File: src/rtl/vga_timing_pkg.sv
// Shared VGA timing defaults (640x480@60) and the per-axis region encoding.
package vga_timing_pkg;

    localparam int CNT_W      = 10;

    localparam int H_SYNC_DEF = 96;
    localparam int H_BP_DEF   = 48;
    localparam int H_DISP_DEF = 640;
    localparam int H_FP_DEF   = 16;

    localparam int V_SYNC_DEF = 2;
    localparam int V_BP_DEF   = 33;
    localparam int V_DISP_DEF = 480;
    localparam int V_FP_DEF   = 10;

    localparam int H_TOTAL = H_SYNC_DEF + H_BP_DEF + H_DISP_DEF + H_FP_DEF;
    localparam int V_TOTAL = V_SYNC_DEF + V_BP_DEF + V_DISP_DEF + V_FP_DEF;

    typedef enum logic [1:0] {
        SYNC,
        BACK_PORCH,
        ACTIVE,
        FRONT_PORCH
    } region_e;

endpackage

File: src/rtl/vga_axis_counter.sv
// One timing axis: a wrapping position counter plus region/offset decoded from the
// next count, so a parent register stage lines up with the registered count.
module vga_axis_counter
    import vga_timing_pkg::*;
#(
    parameter int SYNC = 96,
    parameter int BP   = 48,
    parameter int DISP = 640,
    parameter int FP   = 16
) (
    input  logic             clk,
    input  logic             reset,
    input  logic             adv,
    output logic [CNT_W-1:0] count,
    output logic             wrap,
    output region_e          region,
    output logic [CNT_W-1:0] offset
);

    localparam int               TOTAL  = SYNC + BP + DISP + FP;
    localparam logic [CNT_W-1:0] LAST   = CNT_W'(TOTAL - 1);
    localparam logic [CNT_W-1:0] BP_LO  = CNT_W'(SYNC);
    localparam logic [CNT_W-1:0] ACT_LO = CNT_W'(SYNC + BP);
    localparam logic [CNT_W-1:0] FP_LO  = CNT_W'(SYNC + BP + DISP);

    logic [CNT_W-1:0] count_q;
    logic [CNT_W-1:0] count_d;

    // region and offset describe count_d, i.e. the value count_q takes next cycle
    always_comb begin
        wrap    = adv && (count_q == LAST);
        count_d = count_q;
        if (adv) begin
            count_d = wrap ? '0 : count_q + 1'b1;
        end

        region = vga_timing_pkg::SYNC;
        offset = '0;
        if (count_d >= FP_LO) begin
            region = FRONT_PORCH;
        end else if (count_d >= ACT_LO) begin
            region = ACTIVE;
            offset = count_d - ACT_LO;
        end else if (count_d >= BP_LO) begin
            region = BACK_PORCH;
        end
    end

    always_ff @(posedge clk) begin
        if (reset) begin
            count_q <= '0;
        end else begin
            count_q <= count_d;
        end
    end

    assign count = count_q;

endmodule

File: src/rtl/vga_timing_gen.sv
// VGA timing transmitter: H/V counters, active-low syncs, display window with
// column/row, and line/frame start pulses, all registered and mutually aligned.
module vga_timing_gen
    import vga_timing_pkg::*;
#(
    parameter int H_SYNC = H_SYNC_DEF,
    parameter int H_BP   = H_BP_DEF,
    parameter int H_DISP = H_DISP_DEF,
    parameter int H_FP   = H_FP_DEF,
    parameter int V_SYNC = V_SYNC_DEF,
    parameter int V_BP   = V_BP_DEF,
    parameter int V_DISP = V_DISP_DEF,
    parameter int V_FP   = V_FP_DEF
) (
    input  logic             clk,
    input  logic             reset,
    input  logic             pix_en,
    output logic [CNT_W-1:0] H_Counts,
    output logic [CNT_W-1:0] V_Counts,
    output logic             HSYNC,
    output logic             VSYNC,
    output logic             display,
    output logic [CNT_W-1:0] Display_Col,
    output logic [CNT_W-1:0] Display_Row,
    output logic             line_start,
    output logic             frame_start
);

    logic             h_wrap, v_wrap, v_adv;
    region_e          h_region, v_region;
    logic [CNT_W-1:0] h_offset, v_offset;

    logic             hsync_d, hsync_q;
    logic             vsync_d, vsync_q;
    logic             display_d, display_q;
    logic [CNT_W-1:0] col_d, col_q;
    logic [CNT_W-1:0] row_d, row_q;
    logic             line_start_d, line_start_q;
    logic             frame_start_d, frame_start_q;

    assign v_adv = pix_en & h_wrap;

    vga_axis_counter #(
        .SYNC(H_SYNC), .BP(H_BP), .DISP(H_DISP), .FP(H_FP)
    ) u_h_axis (
        .clk    (clk),
        .reset  (reset),
        .adv    (pix_en),
        .count  (H_Counts),
        .wrap   (h_wrap),
        .region (h_region),
        .offset (h_offset)
    );

    vga_axis_counter #(
        .SYNC(V_SYNC), .BP(V_BP), .DISP(V_DISP), .FP(V_FP)
    ) u_v_axis (
        .clk    (clk),
        .reset  (reset),
        .adv    (v_adv),
        .count  (V_Counts),
        .wrap   (v_wrap),
        .region (v_region),
        .offset (v_offset)
    );

    // Regions are next-count decodes, so these registers align with H_Counts/V_Counts
    always_comb begin
        hsync_d       = (h_region != SYNC);
        vsync_d       = (v_region != SYNC);
        display_d     = (h_region == ACTIVE) && (v_region == ACTIVE);
        col_d         = display_d ? h_offset : '0;
        row_d         = display_d ? v_offset : '0;
        line_start_d  = h_wrap;
        frame_start_d = h_wrap & v_wrap;
    end

    always_ff @(posedge clk) begin
        if (reset) begin
            hsync_q       <= 1'b0;
            vsync_q       <= 1'b0;
            display_q     <= 1'b0;
            col_q         <= '0;
            row_q         <= '0;
            line_start_q  <= 1'b0;
            frame_start_q <= 1'b0;
        end else begin
            hsync_q       <= hsync_d;
            vsync_q       <= vsync_d;
            display_q     <= display_d;
            col_q         <= col_d;
            row_q         <= row_d;
            line_start_q  <= line_start_d;
            frame_start_q <= frame_start_d;
        end
    end

    assign HSYNC       = hsync_q;
    assign VSYNC       = vsync_q;
    assign display     = display_q;
    assign Display_Col = col_q;
    assign Display_Row = row_q;
    assign line_start  = line_start_q;
    assign frame_start = frame_start_q;

endmodule

File: config.mk
export PLATFORM = sky130hd
export DESIGN_NAME = vga_timing_gen
export DESIGN_NICKNAME = d
export VERILOG_FILES = /design/src/rtl/vga_timing_pkg.sv /design/src/rtl/vga_axis_counter.sv /design/src/rtl/vga_timing_gen.sv
export SDC_FILE = /design/constraint.sdc
export NUM_CORES = 1
export LEC_CHECK = 0
export BUFFER_PORTS_ARGS = -buffer_cell sky130_fd_sc_hd__buf_2
export CORE_MARGIN = 5
export CORE_UTILIZATION = 35
export CTS_CLUSTER_SIZE = 14
export DETAILED_ROUTE_END_ITERATION = 7
export HOLD_SLACK_MARGIN = 0.12
export PLACE_DENSITY = 0.51
export RECOVER_POWER = 50
export SLEW_MARGIN = 20
export SYNTH_ARGS = -nofsm -noshare
export SYNTH_HDL_FRONTEND = slang
export SYNTH_HIERARCHICAL = 1
export SYNTH_SLANG_ARGS = --single-unit
File: constraint.sdc
create_clock -name clk -period 4.5 [get_ports clk]
set_clock_uncertainty 0.1 [all_clocks]
set_input_delay 0.45 -clock clk [delete_from_list [all_inputs] [get_ports clk]]
set_output_delay 0.45 -clock clk [all_outputs]
set_load 0.03 [all_outputs]
* Word level (Yosys, flattened, before mapping) *
Cells that the tools add are included.

cells by class
  add/sub/neg operators = 4
  order comparisons = 6
  equality and inequality tests = 4
  multiplexer cells = 10
  bitwise operators = 5
  reductions and logical operators = 7

operator list
  cell                     number
  $mux W10                 4
  $add A10 B1 Y10 const B  2
  $eq A10 B10 Y1 const B   2
  $ge A10 B10 Y1 const B   2
  $ge A10 B2 Y1 const B    1
  $ge A10 B6 Y1 const B    1
  $ge A10 B7 Y1 const B    1
  $ge A10 B8 Y1 const B    1
  $sub A10 B6 Y10 const B  1
  $sub A10 B8 Y10 const B  1
  $mux W2                  4
  $reduce_or A4 Y1         2
  $eq A2 B2 Y1 const B     2
  $reduce_bool A2 Y1       2
  $logic_and A1 B1 Y1      3
  $not A1 Y1               3
  $and A1 B1 Y1            2
  $mux W1                  2

word-level totals
  register bits = 45
  bits of input ports = 3
  output and inout bits = 45
  logic and storage cells = 45

* Depth between registers and ports, before layout *
Gate-level depths: netlist of the first run.

  depth in word-level cells = 14
  depth in mapped cells = 17
  mapped depth without buffers = 16

* Cells and area by module *
The synthesis of the first run kept the hierarchy.

modules (own cells, without submodules)
  module                        times used  cells an instance  area an instance (sq um)  seq. area each (sq um)
  vga_axis_counter at u_h_axis  1           134                1,089.8                   200.2
  vga_axis_counter at u_v_axis  1           145                1,062.3                   200.2
  vga_timing_gen                1           58                 843.3                     500.5

* Least setup slack after synthesis of the first run *
OpenSTA, ideal clock, no wires.

  path kind = reg-to-reg
  start = register u_h_axis.count_q[1] (netlist: u_h_axis/count[1])
  end = register col_q[2] (netlist: Display_Col[2])
  library setup time = 124 ps
  arrival = 4,180 ps
  required time = 4,276 ps
  slack = 97 ps
  stages on the path, launching flop included = 18
  buffers on the path = 1
  period minus slack after synthesis = 4,403 ps
  cells stage by stage = dfxtp_1 -> ha_1 -> nand4_4 -> nor4_4 -> and2_1 -> and4bb_2 -> nand4_1 -> nand2_1 -> mux2_2 -> inv_1 -> ha_1 -> a21oi_1 -> a2bb2o_1 -> or2_1 -> o22ai_1 -> nand4bb_4 -> buf_6 -> nor3b_2

between the ends
  elaborated cells on any way between the ends = 28
  those cells by class = add/sub: 2; order compare: 6; eq/ne: 3; mux: 10; bitwise: 3; reduce/logical: 4

RTL lines
  what                                   line                    RTL
  start: declaration                     vga_axis_counter.sv:26  logic [CNT_W-1:0] count_q;
  start signal: assignment               vga_axis_counter.sv:53  count_q <= count_d;
  $eq A10 B10 Y1 (*)                     vga_axis_counter.sv:31  wrap = adv && (count_q == LAST);
  $logic_and A1 B1 Y1 (*)                vga_axis_counter.sv:31
  net h_wrap                             vga_timing_gen.sv:29    logic h_wrap, v_wrap, v_adv;
  $and A1 B1 Y1 (*)                      vga_timing_gen.sv:41    assign v_adv = pix_en & h_wrap;
  net v_adv                              vga_timing_gen.sv:29
  $logic_and A1 B1 Y1                    vga_axis_counter.sv:31
  $mux W10                               vga_axis_counter.sv:34  count_d = wrap ? '0 : count_q + 1'b1;
  $mux W10 (*)                           vga_axis_counter.sv:33  if (adv) begin
  net u_v_axis.count_d[0]                vga_axis_counter.sv:27  logic [CNT_W-1:0] count_d;
  $ge A10 B6 Y1                          vga_axis_counter.sv:41  end else if (count_d >= ACT_LO) begin
  $mux W2                                vga_axis_counter.sv:41
  $mux W2 (*)                            vga_axis_counter.sv:39  if (count_d >= FP_LO) begin
  net v_region[1]                        vga_timing_gen.sv:30    region_e h_region, v_region;
  $eq A2 B2 Y1 (*)                       vga_timing_gen.sv:71    display_d = (h_region == ACTIVE) && (v_region == ACTIVE);
  $logic_and A1 B1 Y1 (*)                vga_timing_gen.sv:71
  $not A1 Y1 (no source line) (*)        -
  $reduce_or A4 Y1 (no source line) (*)  -
  end signal: assignment                 vga_timing_gen.sv:91    col_q <= col_d;
  end: declaration                       vga_timing_gen.sv:36    logic [CNT_W-1:0] col_d, col_q;

Mark *: on every way through the listed nets, which the timed path passes. The rest lies on a longest branch.
A chain may end at the register's enable or synchronous reset.

* Final worst setup path of the first run *
  start = register u_h_axis.count_q[1] (netlist: u_h_axis/count[1])
  end = register col_q[2] (netlist: Display_Col[2])

between the ends
  elaborated cells on any way between the ends = 28
  those cells by class = add/sub: 2; order compare: 6; eq/ne: 3; mux: 10; bitwise: 3; reduce/logical: 4

RTL lines
  what                                   line
  $eq A10 B10 Y1 (*)                     vga_axis_counter.sv:31
  $logic_and A1 B1 Y1 (*)                vga_axis_counter.sv:31
  net h_wrap                             vga_timing_gen.sv:29
  $and A1 B1 Y1 (*)                      vga_timing_gen.sv:41
  net v_adv                              vga_timing_gen.sv:29
  $logic_and A1 B1 Y1 (*)                vga_axis_counter.sv:31
  net v_wrap                             vga_timing_gen.sv:29
  $mux W10 (*)                           vga_axis_counter.sv:34
  [1 not listed]                         -
  net u_v_axis.count_d[1]                vga_axis_counter.sv:27
  $ge A10 B6 Y1                          vga_axis_counter.sv:41
  $mux W2                                vga_axis_counter.sv:41
  $mux W2 (*)                            vga_axis_counter.sv:39
  net v_region[1]                        vga_timing_gen.sv:30
  $eq A2 B2 Y1 (*)                       vga_timing_gen.sv:71
  $logic_and A1 B1 Y1 (*)                vga_timing_gen.sv:71
  $not A1 Y1 (no source line) (*)        -
  $reduce_or A4 Y1 (no source line) (*)  -

Marks and branches as above.

==> run summary, run 1 <==
Mapped Cells - 337
Warnings from Yosys - 6
Mapped Area - 3000 µm²
GPL Wtd Cong - 0.856
GRT Total Usage - 15.4%
Via Count - 2664
Status - complete, no violations
Max cap viols - 0
Syn Area/Cell - 8.89 µm²
Num CTS Buffers - 5
Min Tclk post-route - 4.06 ns
Setup ws final - 0.437 ns
DR pass1 iterations - 4
Hold WC Path Type - reg2reg
Die H - 103 µm
Crit-path max FO - 10
First-pass GRT wire length - 12.9 mm
Synth Register Bits - 45
Ratio of final minimum period to clock period - 90.3%
Hold Buf Count CTS - 0
Post-DP HPWL - 5.79 mm
Largest net degree at the start of global routing - 45
Max incr delay on CP - 0.41 ns
Worst endpoint data arrival time - 4.12 ns
CTS sink cnt - 45
Final Setup Violations - 0
DP Worst Slack - 0.281 ns
Top_reg_cell synth - dfxtp_1
Leakage - 1.13 nW
Slew Viols, Final - 0
CP startpoint - u_h_axis/count[1]$_SDFF_PP0_
Die Span X - 103 µm
Area Overhead vs Synth - 13.2%
H-tree levels - 2
Reg-to-reg setup timing slack - 0.44 ns
Fraction of layout cells with a size suffix above 1 - 18.8%
DRT iter0 DRCs - 150
Netlist cell types - 82
Hold Fails Final Rpt - 0
Total negative setup slack - 0 ns
CTS tree - built
RSZ-0062 raised after global routing - false
Critical path capture point - Display_Col[2]$_SDFF_PP0_
Reg-to-reg endpoint - Display_Col[2]$_SDFF_PP0_
Worst-path clk slew - 0.09 ns
Row cnt - 33
Max VDD drop - 114 µV
Drt via density - 5.46
Hold slack - 0.574 ns
Slew margin rel. - 29.9%
Vias in the first global route - 2537
Post-Route WL - 8.02 mm
FFs w/ async S/R, synth - 0%
Top Ports - 48
Core Footprint - 8260 µm²
Worst-margin pin slew - 1.05 ns
Die area - 10500 µm²
Cell Pwr Density - 201 nW/µm²
Routed len/inst - 16.4 µm
Skew-Pair Late Insertion Delay - 0.30 ns
Slowest library cell on the worst path - dfxtp_2
Syn_nets - 348
Post-DRT Antenna Nets - 0
EDFF count, synth - 0
Seq/Total Area, Yosys - 30.1%
Core Util, Final - 41.1%
Final instance area - 3390 µm²
CTS max path bufs - 2
Drt drc - 0
Diode count - 0
Clk root buf - clkbuf_8
Reg2reg start - u_h_axis/count[1]$_SDFF_PP0_
Critical path class - reg2reg
Cell Chain, Critical Path - ha_2 -> nand4_4 -> nor4_4 -> and2_1 -> and4bb_2 -> nand4_1 -> clkinv_1 -> o22ai_1 -> ha_1 -> a21oi_1 -> a2bb2o_1 -> or2_1 -> o22ai_2 -> nand4bb_4 -> nor3b_2
Reg2reg path depth - 15
Grt total ovfl - 0
Initial Utilization - 36.3%
Critical Path End Type - register
Nets - 393
Port-buffer cells - 47
WP data required - 4.55 ns
DP Area - 3310 µm²
Initial antenna violation count - 0
HP Start - u_h_axis/count[0]$_SDFF_PP0_
Crit start category - register
Fmax - 246 MHz
FILL cells - 881
## how the worst min path moves through the flow
stage / to / slack [ns] / cells past startpoint
finish: u_h_axis/count[0]$_SDFF_PP0_ / 0.57 / 2
global route: u_h_axis/count[0]$_SDFF_PP0_ / 0.61 / 4
CTS: u_h_axis/count[0]$_SDFF_PP0_ / 0.57 / 4
detailed placement: u_v_axis/count[7]$_SDFF_PP0_ / 0.60 / 3
global placement: u_v_axis/count[7]$_SDFF_PP0_ / 0.60 / 3
floorplan: Display_Col[1]$_SDFF_PP0_ / 0.42 / 1
## registers in the layout, summed over array words and instances, names as in the netlist
name	count
Display_Col	10
Display_Row	10
HSYNC	1
VSYNC	1
display	1
frame_start	1
line_start	1
u_h_axis/count	10
u_v_axis/count	10
## cell families (layout without fill, tap and decap cells)
group           count (synthesis)  in the layout  share of synthesized area (%)
buf+inv                        34             78                           5.76
compound gates                 68             68                           19.8
fa+ha+maj                       8              8                           3.34
simple gates                  164            166                           35.6
xor+xnor                       15             15                           4.39
mux                             3              3                           1.04
flops                          45             45                           30.1
## metrics by stage
stage                     power (mW)  std cells
after floorplan                0.431        337
after detailed placement       0.439        478
after global placement         0.438        478
final                          0.683        488
after global routing           0.714        488
after CTS                      0.695        486
## power by group
part	internal (mW)	total (mW)	switching, mW
Sequential	0.399	0.402	0.00298
Combinational	0.00689	0.0266	0.0197
Clock	0.110	0.254	0.144
## cell type report
cell class                      count  area (µm²)  area share (%)
Inverter                           15        56.3            1.66
Sequential cell                    45         903            26.6
Tap cell                          105         131            3.87
Timing Repair Buffer               55         239            7.05
Clock buffer                        6        72.6            2.14
Clock inverter                      2        15.0           0.443
Multi-Input combinational cell    260        1970            58.2
## worst max-delay path: cells and delay by family (launching register included)
kind	cells	cell delay, ns
compound gates	4	0.90
flops	1	0.41
buf+inv	1	0.17
fa+ha+maj	2	0.55
simple gates	8	1.78
## Yosys cell counts, types with 2 or more instances
| cell type | n | share of area [%] |
|---|---|---|
| a31oi_1 | 4 | 0.84 |
| inv_1 | 14 | 1.8 |
| and4_1 | 2 | 0.58 |
| nand3_1 | 10 | 1.7 |
| nor3b_1 | 2 | 0.50 |
| clkbuf_1 | 5 | 0.63 |
| and2_1 | 5 | 1.0 |
| o211ai_1 | 3 | 0.75 |
| o21a_1 | 2 | 0.50 |
| nand3b_1 | 2 | 0.50 |
| mux2i_1 | 2 | 0.67 |
| buf_4 | 2 | 0.50 |
| or3_1 | 4 | 0.84 |
| xor2_1 | 7 | 2.0 |
| nor3b_2 | 19 | 7.9 |
| or2_2 | 2 | 0.42 |
| nand4_1 | 10 | 2.1 |
| nand2b_1 | 2 | 0.42 |
| nor4_1 | 3 | 0.63 |
| a221oi_1 | 2 | 0.58 |
| buf_2 | 5 | 0.84 |
| o31ai_1 | 5 | 1.3 |
| xnor2_1 | 8 | 2.3 |
| or3_2 | 2 | 0.50 |
| nand2_1 | 17 | 2.1 |
| a211o_1 | 2 | 0.58 |
| buf_1 | 2 | 0.25 |
| nor3_1 | 17 | 2.8 |
| buf_6 | 4 | 1.5 |
| o21ai_0 | 9 | 1.5 |
| nor2b_1 | 7 | 1.5 |
| dfxtp_1 | 45 | 30 |
| ha_1 | 8 | 3.3 |
| o22ai_1 | 2 | 0.42 |
| a21oi_1 | 11 | 1.8 |
| nor2_1 | 45 | 5.6 |
## layer usage
| metal | track usage (%) | share of wire [%] |
|---|---|---|
| met5 | 0 | 0 |
| met4 | 3.83 | 1.2 |
| met3 | 2.64 | 3.9 |
| met2 | 26.2 | 49 |
| met1 | 20.3 | 46 |
## layout by cell type (no fill, tap or decap), drive strengths merged, types with 8 or more instances in the layout
master  synthesis  layout
o21ai           9       9
xnor2           8       8
nand4          11      11
nor2           45      45
nand2          17      17
a21oi          12      12
inv            14      14
nand3          11      11
ha              8       8
clkbuf          6      49
nor3b          21      21
nor3           18      18
dfxtp          45      45
buf            13      12
## timing repair
item	4_1_cts	5_1_grt
setup endpoints to repair	0	21
resized for setup	0	5
setup buffers	0	0
endpoints found under the hold margin	0	0
Note: power is estimated with default switching activity, not from simulation.
==> inputs of run 2 (changes only) <==
SLEW_MARGIN = not set   (was 20)
clock period = 4.2 ns   (was 4.5 ns; I/O delays follow)
==> run summary, run 2 (synthesized netlist as in run 1, its figures left out) <==
Post-Layout Cell Count - 493
Drt drc - 0
Commonest cells after routing, fill and taps aside - 45 x nor2_1, 43 x dfxtp_1, 41 x clkbuf_1, 19 x nor3b_2
H-tree levels - 2
Critical path class - reg2reg
Crit-path max FO - 7
Hold Buf Count CTS - 0
Setup ws final - 0.253 ns
Reg2reg start - u_h_axis/count[1]$_SDFF_PP0_
Slew margin rel. - 32.6%
Reg power frac - 58.7%
Routed len/inst - 16.4 µm
Worst-path clk slew - 0.09 ns
Combinational fraction of design power - 3.9%
Post-Route WL - 8.07 mm
Worst endpoint data arrival time - 4.00 ns
Worst-margin pin slew - 1.01 ns
CTS max path bufs - 2
CTS tree - built
Final instance area - 3460 µm²
Critical path capture point - Display_Row[9]$_SDFF_PP0_
Hold slack - 0.510 ns
Power, Total - 0.734 mW
Clk root buf - clkbuf_8
Slew Viols, Final - 0
GRT Total Usage - 15.2%
Largest net degree at the start of global routing - 45
Skew-Pair Late Insertion Delay - 0.30 ns
Reg-to-reg setup timing slack - 0.25 ns
Diode count - 0
DP Area - 3350 µm²
Die area - 10500 µm²
Die Span X - 103 µm
Crit start category - register
First-pass GRT wire length - 12.7 mm
CTS sink cnt - 45
Status - complete, no violations
Max VDD drop - 125 µV
Leakage - 1.17 nW
Initial antenna violation count - 0
Multi-input combinational cell area - 2000 µm²
Cell Pwr Density - 212 nW/µm²
Die H - 103 µm
GPL Wtd Cong - 0.871
RSZ-0062 raised after global routing - false
HP Start - u_h_axis/count[0]$_SDFF_PP0_
Switching share of power - 24.5%
Fmax - 253 MHz
Hold WC Path Type - reg2reg
Hold Fails Final Rpt - 0
DRT iter0 DRCs - 135
Num CTS Buffers - 5
Clock share of power - 37.4%
Ratio of final minimum period to clock period - 94.0%
FILL cells - 872
Internal - 0.554 mW
P_sw - 0.180 mW
Core Util, Final - 41.9%
Reg-to-reg endpoint - Display_Row[9]$_SDFF_PP0_
Reg2reg path depth - 16
Post-DP HPWL - 5.78 mm
DR pass1 iterations - 4
Via Count - 2671
Top Ports - 48
Nets - 398
Vias in the first global route - 2543
Drt via density - 5.42
Area Overhead vs Synth - 15.6%
Initial Utilization - 36.3%
Post-DRT Antenna Nets - 0
Commonest non-fill, non-tap cell in the layout - nor2_1
Dpl cells - 482
WP data required - 4.26 ns
Final Setup Violations - 0
Max cap viols - 0
Core Footprint - 8260 µm²
CP startpoint - u_h_axis/count[1]$_SDFF_PP0_
Sequential standard cell area - 908 µm²
Grt total ovfl - 0
Critical Path End Type - register
Fraction of layout cells with a size suffix above 1 - 21.6%
DP Worst Slack - 0.0751 ns
Min Tclk post-route - 3.95 ns
Row cnt - 33
Setup Fix Bufs, Post-CTS - 0
Total negative setup slack - 0 ns
Port-buffer cells - 47
==> run 2: critical path: stages, from the launching register on <==
cell       delay, ns
dfxtp_4         0.40
ha_2            0.24
nand4_4         0.13
nor4_4          0.28
and2_4          0.18
and4bb_2        0.26
nand4_1         0.18
nand2_1         0.11
mux2_2          0.18
inv_1           0.06
ha_1            0.27
a21oi_1         0.17
a2bb2o_2        0.34
or2_4           0.33
o22ai_4         0.21
nand4bb_2       0.30
nor3b_2         0.08
==> run 2: worst min path at each step <==
| stage | end | cells past startpoint |
|---|---|---|
| 6_report | u_h_axis/count[0]$_SDFF_PP0_ | 2 |
| 5_1_grt | u_h_axis/count[0]$_SDFF_PP0_ | 2 |
| 3_3_place_gp | u_h_axis/count[0]$_SDFF_PP0_ | 2 |
| 2_1_floorplan | Display_Col[1]$_SDFF_PP0_ | 1 |
| 4_1_cts | u_h_axis/count[0]$_SDFF_PP0_ | 2 |
| 3_5_place_dp | u_h_axis/count[0]$_SDFF_PP0_ | 2 |
==> run 2: cell type report <==
type	instances	share of cell area, %
clock buffer	5	1.99
clock inverter	3	0.650
inverter	15	1.63
multi-input combinational	261	57.9
sequential	45	26.2
tap	105	3.79
timing repair buffer	59	7.84
==> run 2: power by group through the flow <==
stage          combinational, mW  clock (mW)  sequential, mW
2_1_floorplan             0.0187           0           0.443
5_1_grt                   0.0315       0.307           0.431
4_1_cts                   0.0294       0.290           0.431
3_5_place_dp              0.0294           0           0.441
3_3_place_gp              0.0296           0           0.440
6_report                  0.0288       0.274           0.431
==> run 2: per-layer routing <==
metal	up-vias	track usage, %	part of all wire (%)	wire length (µm)
met5	-	0	0	0
met4	0	4.74	1.4	116
met3	10	1.89	3.4	273
met2	59	25.4	49	3940
met1	1261	20.3	46	3730
li1	1341	-	-	-
==> run 2: what timing repair did <==
action                                 4_1_cts  5_1_grt
setup endpoints to repair                    0       21
resized for setup                            0        6
endpoints found under the hold margin        0        0
==> inputs of run 3 (changes only) <==
BUFFER_PORTS_ARGS = -buffer_cell sky130_fd_sc_hd__clkbuf_2   (was -buffer_cell sky130_fd_sc_hd__buf_2)
==> run summary, run 3 (synthesized netlist as in run 1, its figures left out) <==
Status - complete, no violations
Leakage - 1.15 nW
Clk root buf - clkbuf_8
Post-DRT Antenna Nets - 0
Via Count - 2767
Min Tclk post-route - 3.94 ns
Routed len/inst - 16.8 µm
Die H - 103 µm
Slowest library cell on the worst path - dfxtp_4
HP Start - reset
Setup ws final - 0.257 ns
H-tree levels - 2
Hold path endpoint - u_h_axis/count[2]$_SDFF_PP0_
Final instance area - 3460 µm²
Core Footprint - 8260 µm²
Slew Viols, Final - 0
Area Overhead vs Synth - 15.4%
Largest net degree at the start of global routing - 34
Min-Delay Path Depth - 2
Cell Chain, Critical Path - ha_2 -> nand4_4 -> nor4_4 -> and2_4 -> and4bb_2 -> nand4_1 -> nand2_1 -> mux2_2 -> inv_1 -> ha_1 -> a21oi_2 -> a2bb2o_2 -> or2_4 -> o22ai_4 -> nand4bb_4 -> nor3b_2
GPL Wtd Cong - 0.877
Slew margin rel. - 58.1%
Crit start category - register
WP data required - 4.28 ns
Cell Pwr Density - 209 nW/µm²
FILL cells - 877
Drt via density - 5.62
Top Ports - 48
DP Area - 3350 µm²
Hold Fails Final Rpt - 0
Final Setup Violations - 0
Critical Path End Type - register
Initial Utilization - 36.3%
Die Span X - 103 µm
Diode count - 0
Max cap viols - 0
Commonest cells after routing, fill and taps aside - 45 x nor2_1, 44 x clkbuf_1, 41 x dfxtp_1, 19 x nor3b_2
Port-buffer cells - 47
Initial antenna violation count - 0
Commonest non-fill, non-tap cell in the layout - nor2_1
Hold WC Path Type - in2reg
Reg-to-reg setup timing slack - 0.26 ns
Row cnt - 33
CTS tree - built
Worst-path clk slew - 0.08 ns
Reg2reg path depth - 16
First-pass GRT wire length - 13.3 mm
Drt drc - 0
Critical path class - reg2reg
Core Util, Final - 41.8%
DRT iter0 DRCs - 126
Worst-margin pin slew - 0.627 ns
Fraction of layout cells with a size suffix above 1 - 21.2%
Post-DP HPWL - 5.89 mm
Reg2reg start - u_h_axis/count[0]$_SDFF_PP0_
CTS sink cnt - 45
Num CTS Buffers - 5
Hold slack - 0.413 ns
Grt total ovfl - 0
GRT Total Usage - 15.7%
Post-Route WL - 8.29 mm
Ratio of final minimum period to clock period - 93.9%
Max VDD drop - 113 µV
Crit-path max FO - 10
Buf+Inv Stages, Crit Path - 1
Skew-Pair Late Insertion Delay - 0.30 ns
Worst endpoint data arrival time - 4.02 ns
DP Worst Slack - 0.0223 ns
Crit-path leading delay family - simple AND/OR/NAND/NOR gates
Die area - 10500 µm²
Fmax - 254 MHz
DR pass1 iterations - 7
Vias in the first global route - 2720
Max incr delay on CP - 0.39 ns
Nets - 397
CTS max path bufs - 2
Reg-to-reg endpoint - Display_Col[5]$_SDFF_PP0_
-- run 3: changes by cell type in the layout (fill, tap and decap cells not counted) --
| cell | before | now |
|---|---|---|
| buf_2 | 7 | 0 |
| clkbuf_2 | 0 | 4 |
| clkbuf_1 | 41 | 44 |
| clkinv_4 | 2 | 0 |
| dfxtp_1 | 43 | 41 |
| dfxtp_2 | 0 | 2 |
| nand4bb_2 | 2 | 0 |
| a21oi_1 | 11 | 10 |
| a21oi_2 | 0 | 1 |
| buf_4 | 11 | 12 |
| clkinv_1 | 0 | 1 |
| clkinv_2 | 1 | 2 |
| inv_2 | 1 | 0 |
| nand4bb_4 | 2 | 3 |
-- run 3: worst max-delay path by stage --
stage          depth (start not counted)                          from  slack (ns)                        end
2_1_floorplan                         17  u_h_axis/count[1]$_SDFF_PP0_       0.003  Display_Col[2]$_SDFF_PP0_
3_3_place_gp                          16  u_h_axis/count[0]$_SDFF_PP0_        0.18  Display_Col[1]$_SDFF_PP0_
3_5_place_dp                          16  u_h_axis/count[1]$_SDFF_PP0_        0.02  Display_Col[1]$_SDFF_PP0_
4_1_cts                               16  u_h_axis/count[1]$_SDFF_PP0_       0.006  Display_Col[1]$_SDFF_PP0_
5_1_grt                               16  u_h_axis/count[0]$_SDFF_PP0_     -0.0005  Display_Col[0]$_SDFF_PP0_
6_report                              16  u_h_axis/count[0]$_SDFF_PP0_        0.26  Display_Col[5]$_SDFF_PP0_
-- run 3: cell type report --
class,instances,area (µm²),share of cell area (%)
multi-input cells,260,2000,58.0
flip-flops and latches,45,911,26.4
repair buffers,59,272,7.86
well taps,105,131,3.80
clock buffers,6,72.6,2.10
inverters,15,56.3,1.63
clock inverters,2,10.0,0.290
-- run 3: per-layer routing --
metal  GRT usage, %  vias to the layer above  wire length, µm
li1               -                     1331                -
met1           20.0                     1322             3580
met2           26.7                       92             4110
met3           2.71                       22              404
met4           5.65                        0              193
met5              0                        -                0
-- run 3: through the flow --
step	cells	TNS, ns	power, mW
5_1_grt	492	-0.000465	0.763
2_1_floorplan	337	0	0.462
4_1_cts	490	0	0.737
3_3_place_gp	482	0	0.471
3_5_place_dp	482	0	0.472
6_report	492	0	0.722
-- run 3: repair_timing --
item / in CTS / in global routing
hold buffers: 0 / 0
setup endpoints to repair: 0 / 21
buffers inserted: 0 / 0
resized for setup: 0 / 7
-- run 3: power breakdown --
group | total (mW) | leakage (nW) | internal, mW | switching, mW
sequential | 0.430 | 0.365 | 0.427 | 0.00307
combinational | 0.0305 | 0.742 | 0.00869 | 0.0218
clock | 0.261 | 0.0450 | 0.116 | 0.145
